$ cat config.mk
export PLATFORM = sky130hd
export DESIGN_NAME = led_trail_pwm
export DESIGN_NICKNAME = d
export VERILOG_FILES = /design/src/rtl/led_trail_pwm.sv
export SDC_FILE = /design/constraint.sdc
export NUM_CORES = 1
export LEC_CHECK = 0
export CORE_ASPECT_RATIO = 0.8
export CORE_MARGIN = 2
export CORE_UTILIZATION = 60
export DETAILED_ROUTE_END_ITERATION = 10
export PLACE_DENSITY = 0.8
export SLEW_MARGIN = 15
export SYNTH_ARGS = -nofsm -noshare
export SYNTH_HDL_FRONTEND = slang
export SYNTH_SLANG_ARGS = --single-unit
$ cat constraint.sdc
create_clock -name clk -period 2.47 [get_ports clk]
set_input_delay 0.247 -clock clk [delete_from_list [all_inputs] [get_ports clk]]
set_output_delay 0.247 -clock clk [all_outputs]
set_load 0.02 [all_outputs]
$ cat src/rtl/led_trail_pwm.sv
// led_trail_pwm: comet-trail brightness stage for a 16-bit rotating-dot pattern.
// Each lit pattern bit loads its channel to full brightness. The level then
// decays by one step every DECAY_DIV enabled cycles and is rendered as PWM.
// Optional build macro LED_TRAIL_GAMMA_EN maps each level through a perceptual
// gamma table before the PWM compare. This requires LEVEL_W = 4.
module led_trail_pwm #(
  parameter int N_LEDS    = 16,
  parameter int LEVEL_W   = 4,
  parameter int DECAY_DIV = 1000000,
  parameter int DIV_W     = 24
) (
  input  logic              clk,
  input  logic              rst,
  input  logic              enable,
  input  logic [N_LEDS-1:0] pattern_in,
  output logic [N_LEDS-1:0] led_out,
  output logic              frame_tick
);

  localparam int                 MAX       = 2**LEVEL_W - 1;
  localparam logic [LEVEL_W-1:0] LEVEL_MAX = LEVEL_W'(MAX);
  localparam logic [LEVEL_W-1:0] PWM_LAST  = LEVEL_W'(MAX - 1);
  localparam logic [DIV_W-1:0]   DIV_LAST  = DIV_W'(DECAY_DIV - 1);

  logic [DIV_W-1:0]   prescaler;
  logic               decay_tick;
  logic [LEVEL_W-1:0] pwm_cnt;
  logic [LEVEL_W-1:0] level     [N_LEDS];
  logic [LEVEL_W-1:0] eff_level [N_LEDS];

  // Decay prescaler: counts enabled cycles and wraps every DECAY_DIV cycles.
  always_ff @(posedge clk) begin
    if (rst) begin
      prescaler <= '0;
    end else if (enable) begin
      if (prescaler == DIV_LAST) prescaler <= '0;
      else                       prescaler <= prescaler + 1'b1;
    end
  end

  // One-cycle decay strobe on the last prescaler count of each interval.
  always_comb begin
    decay_tick = enable && (prescaler == DIV_LAST);
  end

  // Per-channel brightness. A pattern load wins over a decay step, even while
  // disabled. Decay saturates at zero.
  always_ff @(posedge clk) begin
    for (int unsigned i = 0; i < N_LEDS; i++) begin
      if (rst)                                  level[i] <= '0;
      else if (pattern_in[i])                   level[i] <= LEVEL_MAX;
      else if (decay_tick && level[i] != '0)    level[i] <= level[i] - 1'b1;
    end
  end

  // PWM phase counter: MAX states, so level MAX is always on and level 0 is always off.
  always_ff @(posedge clk) begin
    if (rst)                      pwm_cnt <= '0;
    else if (enable) begin
      if (pwm_cnt == PWM_LAST)    pwm_cnt <= '0;
      else                        pwm_cnt <= pwm_cnt + 1'b1;
    end
  end

`ifdef LED_TRAIL_GAMMA_EN
  if (LEVEL_W != 4) begin : g_gamma_width_check
    $error("led_trail_pwm: LED_TRAIL_GAMMA_EN requires LEVEL_W == 4");
  end

  localparam logic [3:0] GAMMA [16] = '{
    4'd0, 4'd1, 4'd1, 4'd1, 4'd1, 4'd2, 4'd2, 4'd3,
    4'd3, 4'd4, 4'd5, 4'd6, 4'd8, 4'd10, 4'd12, 4'd15
  };

  // Perceptual brightness map ahead of the PWM comparator.
  always_comb begin
    for (int unsigned i = 0; i < N_LEDS; i++) begin
      eff_level[i] = GAMMA[level[i]];
    end
  end
`else
  // Linear brightness: the level drives the comparator directly.
  always_comb begin
    for (int unsigned i = 0; i < N_LEDS; i++) begin
      eff_level[i] = level[i];
    end
  end
`endif

  // Registered PWM drive and frame-start pulse, both forced dark while disabled.
  always_ff @(posedge clk) begin
    if (rst) begin
      led_out    <= '0;
      frame_tick <= 1'b0;
    end else begin
      for (int unsigned i = 0; i < N_LEDS; i++) begin
        led_out[i] <= enable && (eff_level[i] > pwm_cnt);
      end
      frame_tick <= enable && (pwm_cnt == '0);
    end
  end

endmodule

Word-level counts from Yosys, hierarchy flattened. Memory sizes are Yosys's and may differ from the RTL's. Index checks and enable logic that the tools add are counted.

Bits in writable memories: 64. Logic and storage cells: 272. Memories: 1. Bits of input ports: 19. Flip-flop bits (word level): 45. Output and inout port bits: 17.

Memory list: level (words 16, width 4, read ports 16, clocked after memory_dff 0, write ports 16, line 28) `logic [LEVEL_W-1:0] level [N_LEDS];`.

Eq/ne operators: 2. Add/sub/neg operators: 18. Mux-type cells: 148. Bitwise gates (word level): 32. Magnitude comparators: 16. Reductions and logical operators: 51.

Operator list (number): $mux 4 (33); $mux 1 (114); $gt 4x4->1 (16); $reduce_bool 4->1 (16); $sub 4x1->4 const B (16); $logic_and 1x1->1 (34); $or 1x1->1 (32); $add 24x1->24 const B (1); $eq 24x20->1 const B (1); $mux 24 (1); $add 4x1->4 const B (1); $eq 4x4->1 const B (1); $logic_not 4->1 (1).

Logic depth before layout (Yosys ltp). Gate-level depths: netlist of run 1.

Word-level depth: 8. Mapped depth: 6.

Worst setup path before layout of run 1. OpenSTA, ideal clock, no wires.

Path kind: register to register. Start: reg prescaler[0]. End: mem level[5][0], in the netlist level[0][20], enable pin. Setup time: 0.307 ns. Period minus slack after synthesis: 2.020 ns. Cell stages (with the launch flop): 7. Slack: 0.450 ns. Buffers on the path: 1. Arrival time: 1.712 ns. Cells stage by stage: dfxtp_1 ha_1 nand3_1 nor4_4 buf_6 nand4_4 nand2_1.

RTL lines: from (decl) (line 25) `logic [DIV_W-1:0] prescaler;`; from (signal assigned) (line 37) `else prescaler <= prescaler + 1'b1;`; to (decl) (line 28).

Worst setup path in the final report of run 1.
Start: reg prescaler[23]. End: reg prescaler[5].

Word-level cells in the longest chain between the ends: 2.

Ends and longest elaborated chain: $eq 24x20->1 (line 36) `if (prescaler == DIV_LAST) prescaler <= '0;`; $mux 24 (line 36).

Every way passes these cells. A chain may end at the register's enable or synchronous reset.

==> results of run 1 <==
==> power breakdown <==
group	leakage, uW	internal (uW)	switching (uW)
combinational	0.00206	391	475
sequential	0.00105	2060	109
clock	0.000148	831	628
==> path summary, 6_finish.rpt <==
| check | depth (start not counted) | endpoint | from |
|---|---|---|---|
| worst max-delay path | 5 | prescaler[5] | prescaler[23] |
| worst min-delay path | 2 | prescaler[4] | rst |
| worst max register to register | 5 | prescaler[5] | prescaler[23] |
| worst min register to register | 2 | prescaler[19] | prescaler[19] |
==> worst max-delay path, cell delays in order, from the launching register on <==
cell	delay, ps
dfxtp_1	330
or4_4	560
nor4_4	320
buf_12	220
a31o_2	480
nor2_1	100
==> layer usage <==
layer / vias to the layer above / global-route usage / wire (um)
met3: 34 / 0.0444 / 698
li1: 2703 / - / -
met1: 2676 / 0.294 / 6520
met5: - / 0 / 0
met4: 0 / 0.0921 / 327
met2: 166 / 0.450 / 7790
==> cell families after synthesis <==
group	Yosys count	synth area share
xor+xnor	41	0.0502
mux	2	0.00280
fa+ha+maj	81	0.142
buf+inv	95	0.0526
flops	109	0.394
simple gates	226	0.190
compound gates	160	0.168
==> cell type report <==
type	instances	area (um2)
multi-input cells	510	3960
fillers	869	3490
inverters	70	263
clock buffers	16	303
well taps	148	185
flip-flops and latches	109	2820
repair buffers	53	533
==> cells in the final DEF, fill, tap and decap left out, drive strengths merged, types with 2 or more instances in the layout <==
cell	netlist	layout
a2111oi	6	6
a211o	6	6
a211oi	10	10
a21oi	32	32
a31oi	27	27
and3	3	3
and4	4	4
buf	11	19
clkbuf	14	16
clkdlybuf4s50	0	34
dfxtp	45	45
edfxtp	64	64
ha	81	81
inv	70	70
mux2i	2	2
nand2	33	33
nand2b	11	11
nand3	11	11
nand4	31	31
nor2	67	67
nor2b	16	16
nor3	17	17
nor4	3	3
o21a	16	16
o21ai	25	25
o31ai	37	37
or3	7	7
or3b	10	10
or4	10	10
xnor2	14	14
xor2	27	27
==> sequential cells by signal, summed over array words and instances (netlist names) <==
name / flops
level: 64
prescaler: 24
led_out: 16
pwm_cnt: 4
frame_tick: 1
==> per-stage QoR <==
stage	hold slack [ps]	power (uW)	worst slack, ps	cell area (um2)	utilization
2_1_floorplan	445	2790	450	7160	-
3_5_place_dp	484	3070	119	7770	0.672
4_1_cts	342	4520	299	8070	0.698
3_3_place_gp	463	2990	203	7770	0.672
6_report	358	4500	311	8070	0.698
5_1_grt	376	4720	168	8070	0.698
==> metrics, run 1 <==
Num CTS Buffers=9; Yosys reg bits=109; Via density=6.16; Antenna Violating Nets Remaining=0; Unique masters post-synth=between 40 and 50; final hold vios=0; vias=approximately 5600; worst reg-to-reg setup slack=310 ps; DP HPWL=between 10000 and 15000 um; sum of negative setup slack=0 ps; Max rail drop VDD=320 uV; drt first pass iters=5; EDFF count, synth=64; ys async rst share=0; gpl congestion=between 0.8 and 0.9; Synth area leaders=edfxtp_1 (27%), ha_1 (14%), dfxtp_1 (13%); Final setup viols=0; CP startpoint kind=flip-flop; Starting DRT DRC Count=roughly 440; drt total wl=15300 um; Post-Place Cells=890; Worst EP required=2680 ps; count of nets after finishing=853; Synth Flop Type=edfxtp_1; Hold Buf Count CTS=0; H-Tree Depth=3; Overall Global Routing Usage=0.247; clock latency on the worst-skew pair=350 ps; synth warn=0; Hold Crit Class=in -> reg; Die H=slightly above 100 um; maximum clock rate=about 0.46 GHz; CTS Root Cell=clkbuf_16; I/O Pins=36; worst-margin pin slew=910 ps; post-CTS sizing=0; power per cell area=558 nW/um2; I/O Buffers=35; full die area=between 10000 and 15000 um2; type of the worst setup path=reg -> reg; Post-CTS Setup Bufs=0; DIE WIDTH=126 um; CP arrival=2370 ps; first-pass GRT wire length=25400 um; grt total ovfl=0; Core ar.=11600 um2; number of remaining DRC errors=0; largest net degree at the start of global routing=46; Syn Nets=~800; Max clock buf depth=2; Crit Path Max Fanout=23; clock-pin slew on the worst setup and hold paths=70 ps; Slew HR=0.393; Post-Syn Area=7160 um2; initial antenna violation count=0; row count=35; Yosys top cell area share=0.269; final cell count without fillers=906; top cells by count, synth=ha_1 (81), inv_1 (70), nor2_1 (67); CTS tree=yes; max-slew violation count=0; Starting Density=0.619; Area Growth Syn to Fin=12.8%; post-synthesis average cell area=approximately 10 um2; most common cell in the netlist=ha_1; CTS sink cnt=roughly 110; RSZ-0062 raised after global routing=false; Yosys top cell by area=edfxtp_1; max-cap viol count=0; diode count=0; clk_skew=11.4 ps; routed len/inst=16.9 um; leak pwr=0.00325 uW; number of global-route vias before repair=5523; status=finished, final reports clean; Seq/Total Area, Yosys=0.394; Syn Inst Count=714; crit path time final=2160 ps; share of cells above drive strength 1=0.111; fin crit share=0.874; Worst setup EP type=flip-flop
Note: power is estimated with default switching activity, not from simulation.
==> run 2: changes to the inputs <==
- clock period: 2.47 -> 2.34 ns (I/O delays scaled with it)
==> run 2 against run 1 <==
Fmax is 1.7% higher. Count of clock-buffer cells in the layout down 3. Core utilization increased by 0.34 points. Critical endpoint is now level[1][15]. Sequential cell count stayed put. Cell count is 0.77% higher. Total power rose by 4.6%. Die area unchanged.
==> metrics, run 2 (synthesis gave the netlist of run 1 again) <==
Area Growth Syn to Fin=13.3% (was 12.8%); Hold Buf Count CTS=0 (unchanged); Place WS=152 ps (was 119 ps); vias=5568 (was 5579); final cell count without fillers=913 (was 906); diode count=0 (unchanged); crit path time final=2120 ps (was 2160 ps); CP startpoint kind=flip-flop (unchanged); Num CTS Buffers=9 (unchanged); drt first pass iters=5 (unchanged); initial antenna violation count=0 (unchanged); Top Registers=level x64, prescaler x24, led_out x16 (unchanged); Antenna Violating Nets Remaining=0 (unchanged); largest net degree at the start of global routing=35 (was 46); row count=35 (unchanged); CTS Root Cell=clkbuf_16 (unchanged); grt total ovfl=0 (unchanged); clock-pin slew on the worst setup and hold paths=70 ps (about the same); fin crit share=0.907 (was 0.874); I/O Pins=36 (unchanged); drt total wl=15200 um (was 15300 um); Max clock buf depth=2 (unchanged); worst reg2reg startpoint=prescaler[6] (was prescaler[23]); fill count=812 (was 869); CTS sink cnt=109 (unchanged); Overall Global Routing Usage=0.245 (was 0.247); DP HPWL=11000 um (about the same); Crit Path Max Fanout=30 (was 23); Max rail drop VDD=368 uV (was 320 uV); full die area=12800 um2 (unchanged); Worst EP required=2390 ps (was 2680 ps); sum of negative setup slack=0 ps (unchanged); type of the worst setup path=reg -> reg (unchanged); Core ar.=11600 um2 (unchanged); DIE WIDTH=126 um (unchanged); Via density=6.10 (was 6.16); overall power=4710 uW (was 4500 uW); final hold vios=0 (unchanged); clock latency on the worst-skew pair=350 ps (about the same); leak pwr=0.00328 uW (was 0.00325 uW); max reg flops=64 (unchanged); Slew HR=0.421 (was 0.393); I/O Buffers=35 (unchanged); Hold Crit Class=in -> reg (unchanged); Largest Register=level (unchanged); number of remaining DRC errors=0 (unchanged); H-Tree Depth=3 (unchanged); Die H=102 um (unchanged); post-CTS sizing=0 (unchanged); share of cells above drive strength 1=0.120 (was 0.111); Starting Density=0.619 (unchanged); Post-Place Cells=897 (was 890); Starting DRT DRC Count=462 (was 442); clk_skew=8.40 ps (was 11.4 ps); status=finished, final reports clean (unchanged); max-cap viol count=0 (unchanged); routed len/inst=16.7 um (was 16.9 um); worst hold start=rst (unchanged); RSZ-0062 raised after global routing=false (unchanged); first-pass GRT wire length=25600 um (was 25400 um); power per cell area=580 nW/um2 (was 558 nW/um2); count of nets after finishing=860 (was 853); CP arrival=2170 ps (was 2370 ps); worst-margin pin slew=867 ps (was 910 ps); max-slew violation count=0 (unchanged); CP startpoint=prescaler[6] (was prescaler[23]); Post-CTS Setup Bufs=0 (unchanged); CTS tree=yes (unchanged); Final setup viols=0 (unchanged); gpl congestion=0.872 (was 0.841); most frequent cells in the layout=ha_1 (81), inv_1 (70), nor2_1 (67) (unchanged); number of global-route vias before repair=5502 (was 5523); Worst setup EP type=flip-flop (unchanged); maximum clock rate=0.471 GHz (was 0.463 GHz); leading cell type in the layout, fill and taps excluded=ha_1 (unchanged); setup slack after layout=217 ps (was 311 ps)
run 2: area by class of cell:
class / count / area (um2) / area share
Multi-Input combinational cell: 510 / 3960 / 0.489
Sequential cell: 109 / 2820 / 0.348
Timing Repair Buffer: 60 / 586 / 0.0722
Clock buffer: 13 / 270 / 0.0333
Inverter: 70 / 263 / 0.0324
Tap cell: 148 / 185 / 0.0228
Clock inverter: 3 / 18.8 / 0.00231
run 2: power breakdown:
group / internal, uW / switching, uW / leakage (uW)
sequential: 2180 / 117 / 0.00105
clock: 810 / 689 / 0.000144
combinational: 417 / 495 / 0.00209
run 2: metal layers:
layer / vias to the layer above / GRT usage / part of all wire
met4: 0 / 0.0795 / 0.015
met3: 19 / 0.0423 / 0.058
met1: 2645 / 0.316 / 0.45
li1: 2721 / - / -
met5: - / 0 / 0
met2: 183 / 0.424 / 0.48
run 2: metrics by stage:
stage	area (um2)	util	hold WS, ps
4_1_cts	8110	0.701	279
3_3_place_gp	7820	0.676	467
3_5_place_dp	7820	0.676	486
2_1_floorplan	7160	-	432
6_report	8110	0.701	288
5_1_grt	8110	0.701	318
run 2: final timing paths:
kind	end	slack, ps	depth (start not counted)
worst max-delay path	level[1][15]	220	4
worst min-delay path	pwm_cnt[2]	290	2
worst max register to register	level[1][15]	220	4
worst min register to register	prescaler[23]	500	2
run 2: worst max-delay path, stage by stage (launching register included):
cell     delay (ps)
dfxtp_1         340
or4_4           550
nor4_2          440
buf_12          240
a211o_1         250
==> RTL change 1: new RTL, settings of run 2 <==
Set the parameter `DECAY_DIV` to 500000 (it was 1000000).
--- a/src/rtl/led_trail_pwm.sv
+++ b/src/rtl/led_trail_pwm.sv
@@ -7,5 +7,5 @@
   parameter int N_LEDS    = 16,
   parameter int LEVEL_W   = 4,
-  parameter int DECAY_DIV = 1000000,
+  parameter int DECAY_DIV = 500000,
   parameter int DIV_W     = 24
 ) (
Check against the original RTL: same outputs for any inputs over 10 cycles, from zero or initial values and one cycle with rst high; that may be too few to reach the edited logic, so the function may still have changed.
==> RTL change 1 against run 2 <==
- design area is 4.6% lower
- global-route usage rose by 1.4 points
- synthesized cell count down 3.5%
- power grew 0.12%
- non-clock buffer count decreased by 11
- synthesized area fell by 4.1%
- sequential cell count unchanged
- wire length shrank 0.30%
- critical path depth up 1
- clock skew grew 0.0012 ns
- worst setup slack got worse by 0.080 ns
- critical endpoint is now level[1][17]$_DFFE_PP_
- largest power group unchanged
==> RTL change 1: results (changes against run 2) <==
Parameter                              Value

Route
  Per-cell routed wire length    17.28 microns (+3.7%)
  Drt initial violations    449 (-2.8%)

Logic synthesis
  Largest cells by area after synthesis    sky130_fd_sc_hd__edfxtp_1 (28%), sky130_fd_sc_hd__ha_1 (15%), sky130_fd_sc_hd__dfxtp_1 (13%)
  Commonest cells in the netlist    sky130_fd_sc_hd__ha_1 (81), sky130_fd_sc_hd__inv_1 (73), sky130_fd_sc_hd__edfxtp_1 (64), sky130_fd_sc_hd__o31ai_1 (59), sky130_fd_sc_hd__nand2_1 (54)
  Netlist area before placement    6862 sq um (-4.1%)

Setup path
  R2r setup slk    0.14 ns (-0.08 ns)
  Critical-path top delay cell    sky130_fd_sc_hd__nor4b_1
  Biggest fanout along the worst timing path    18 (-40%)
  Critical Path Max Stage Delay    0.38 ns (-0.17 ns)
  Worst Path Arrival    2.25 ns (+0.08 ns)

Finish
  Final design area excluding fillers    7735 sq um (-4.6%)
  Multi-input gate area in the final layout    3660 sq um (-7.7%)
  Multi-input gate count    486 (-4.7%)
  Clock network contribution to total cell area    0.03801 (+0.002371)
  Inverters    74 (+5.7%)
  Sequential share of cell area    0.3649 (+0.01684)
  Layout Nets    829 (-3.6%)
  Share of cells above drive strength 1    0.06403 (-0.05623)
  Non-filler instance count after layout    878 (-3.8%)
  Clock buffers    12 (-1)

Timing
  Upper clock frequency limit    454.0 MHz (-3.6%)
  Hold slack    0.4017 ns (+0.1139 ns)

Status
  Run status    finished clean

Placed design
  Pre-CTS WS    0.1474 ns (-0.004358 ns)

Power
  Static leakage    2.977 nW (-9.2%)
  Max VDD drop    0.0003380 V (-8.2%)

GRT
  Routing usage on met3    0.03956 (-0.002697)
  Met2 track demand over resource in global routing    0.4277 (+0.003822)

Worst hold path
  Hold-critical path depth    3 (+1)
-- RTL change 1: changes by cell type after synthesis, moves of 11 or more --
cell	before	now
sky130_fd_sc_hd__nand2b_1	11	0
sky130_fd_sc_hd__nand2_1	33	54
sky130_fd_sc_hd__xnor2_1	14	30
sky130_fd_sc_hd__nor2_1	67	43
sky130_fd_sc_hd__xor2_1	27	16
sky130_fd_sc_hd__o31ai_1	27	59
sky130_fd_sc_hd__a31oi_1	27	3
-- RTL change 1: power by group --
group,internal (mW),leakage (nW),total [mW],switching (mW)
clock,0.858,0.144,1.53,0.674
combinational,0.393,1.79,0.872,0.478
sequential,2.18,1.05,2.31,0.129
-- RTL change 1: logic make-up (layout without fill, tap and decap cells) --
family,after synthesis,count (layout),share of synthesized area
compound gates,148,148,0.1585
xor+xnor,46,46,0.05872
fa+ha+maj,81,81,0.1477
buf+inv,94,139,0.05525
flops,109,109,0.4114
mux,2,2,0.002918
simple gates,209,209,0.1656
==> RTL change 2: new RTL, settings of run 2 <==
Made on the original files. Compare `pwm_cnt` against `PWM_LAST` with >= in place of ==.
--- a/src/rtl/led_trail_pwm.sv
+++ b/src/rtl/led_trail_pwm.sv
@@ -58,5 +58,5 @@
     if (rst)                      pwm_cnt <= '0;
     else if (enable) begin
-      if (pwm_cnt == PWM_LAST)    pwm_cnt <= '0;
+      if (pwm_cnt >= PWM_LAST)    pwm_cnt <= '0;
       else                        pwm_cnt <= pwm_cnt + 1'b1;
     end
Formal check against the unedited RTL: no difference found for any inputs over 10 cycles, from zero or initial values and one cycle with rst high; that may be too few to reach the edited logic, so the function may still have changed.
==> RTL change 2 against run 2 <==
- worst setup slack worse by 0.0094 ns
- largest power group unchanged
- sequential cell count did not move
- critical path depth rose by 2
- synthesized cell count shrank 2.4%
- count of clock-buffer cells in the layout fell by 3
- synthesized area shrank 2.9%
- sequential share of layout area up 1.4 points
- first-iteration DRC count fell by 27%
- power is 0.84% higher
- critical endpoint is now led_out[4]$_SDFF_PP0_
- design area fell by 3.8%
- wire length down 6.2%
==> RTL change 2: results (changes against run 2) <==
Parameter                              Value

Status
  Run status    finished clean

GRT
  Fraction of met1 tracks used by global routing    0.3154 (-0.0006283)
  Via count of the first global-routing pass    5269 (-4.2%)
  All-layer global routing usage    0.2379 (-0.006805)
  Largest net degree at the start of global routing    45 (+29%)
  Met2 track demand over resource in global routing    0.3989 (-0.02500)
  Routing usage on met3    0.04478 (+0.002515)

Route
  Post-Route M1 WL    6.433 mm (-5.8%)
  Drt initial violations    335 (-27%)
  Detail Route met2 WL    6.822 mm (-6.3%)
  Via count normalized by instance count    5.900 (-3.3%)
  Total Routed Length    14.27 mm (-6.2%)

Logic synthesis
  Sequential cell area fraction in the yosys report    0.4060 (+0.01164)
  Largest cells by area after synthesis    sky130_fd_sc_hd__edfxtp_1 (28%), sky130_fd_sc_hd__ha_1 (15%), sky130_fd_sc_hd__dfxtp_1 (13%)
  Post-synthesis cell type count    40 (-7.0%)
  Commonest cells in the netlist    sky130_fd_sc_hd__ha_1 (84), sky130_fd_sc_hd__inv_1 (76), sky130_fd_sc_hd__edfxtp_1 (64), sky130_fd_sc_hd__o31ai_1 (54)

Setup path
  Crit Reg-Reg Startpoint    pwm_cnt[1]$_SDFFE_PP0P_
  Critical Path Max Stage Delay    0.66 ns (+0.11 ns)
  Worst reg2reg endpoint    led_out[4]$_SDFF_PP0_
  Biggest fanout along the worst timing path    18 (-40%)
  Worst Path Arrival    2.36 ns (+0.19 ns)
  Critical-path top delay cell    sky130_fd_sc_hd__inv_1
  Register-to-Register Path Depth    6 (+2)

Finish
  Share of cells above drive strength 1    0.07046 (-0.04980)
  Fillcell total    856 (+5.4%)
  Syn-to-layout area delta    12.24%

Placed design
  Placed Instance Area    7498 sq um (-4.1%)
  Detailed Place HPWL    10.32 mm (-6.1%)

Power
  Static leakage    3.085 nW (-5.9%)
  Max VDD drop    0.0004108 V (+12%)

Timing
  Hold slack    0.4595 ns (+0.1717 ns)
  Max Clock Skew    0.007789 ns (-0.0006070 ns)
  Transition time of the tightest slew-check pin    0.8945 ns (+0.02758 ns)

Worst hold path
  End of the worst hold path    level[1][30]$_DFFE_PP_
## RTL change 2: cell count changes in the layout (fill, tap and decap cells not counted), moves of 6 or more
cell	before	now
sky130_fd_sc_hd__or3b_2	10	0
sky130_fd_sc_hd__a211o_1	6	0
sky130_fd_sc_hd__xor2_1	27	20
sky130_fd_sc_hd__a211oi_1	0	8
sky130_fd_sc_hd__nor2_1	67	48
sky130_fd_sc_hd__a31oi_1	27	0
sky130_fd_sc_hd__inv_1	70	76
sky130_fd_sc_hd__nand4_4	10	1
sky130_fd_sc_hd__buf_4	22	10
sky130_fd_sc_hd__nand2_1	33	48
sky130_fd_sc_hd__o31ai_1	27	54
sky130_fd_sc_hd__xnor2_1	14	26
sky130_fd_sc_hd__o311ai_1	0	6
## RTL change 2: worst max-delay path by stage
stage                                    start                   endpoint  slack, ns  cells after the start
floorplan            prescaler[0]$_SDFFE_PP0P_      level[0][0]$_DFFE_PP_       0.56                      7
global route        prescaler[11]$_SDFFE_PP0P_  level[1][1]$_SDFFCE_PN0P_       0.07                      5
finish                 pwm_cnt[1]$_SDFFE_PP0P_      led_out[4]$_SDFF_PP0_       0.21                      6
CTS                    pwm_cnt[1]$_SDFFE_PP0P_      led_out[4]$_SDFF_PP0_       0.24                      6
detailed placement                      enable      level[1][8]$_DFFE_PP_       0.17                      6
global placement                        enable     level[0][29]$_DFFE_PP_       0.24                      6
## RTL change 2: stage by stage
stage	cells	power, mW	setup WS, ns
6_report	887	4.746	0.2078
4_1_cts	886	4.763	0.2405
3_3_place_gp	870	3.171	0.2416
2_1_floorplan	697	2.954	0.5571
3_5_place_dp	870	3.246	0.1686
5_1_grt	886	4.978	0.07308
## RTL change 2: cell type report
| class | count | share of cell area |
|---|---|---|
| multi-input cells | 489 | 0.4774 |
| flip-flops and latches | 109 | 0.3618 |
| repair buffers | 48 | 0.06158 |
| inverters | 76 | 0.03656 |
| clock buffers | 10 | 0.03207 |
| well taps | 148 | 0.02373 |
| clock inverters | 6 | 0.006575 |
| diodes | 1 | 0.0003207 |
## RTL change 2: cell families (layout without fill, tap and decap cells)
kind of cell / Yosys count / in the layout / synth area share
buffers and inverters: 99 / 140 / 0.05813
AND/OR/NAND/NOR: 207 / 207 / 0.1571
XOR/XNOR: 46 / 46 / 0.05796
multiplexers: 2 / 2 / 0.002880
adder cells (fa/ha/maj): 84 / 84 / 0.1512
other: 0 / 1 / 0
AO/OA/AOI/OAI: 150 / 150 / 0.1667
flip-flops: 109 / 109 / 0.4060
## RTL change 2: report_power, final
group	switching (mW)	total (mW)	internal, mW
registers	0.137	2.32	2.18
clock network	0.729	1.53	0.803
logic	0.479	0.896	0.416
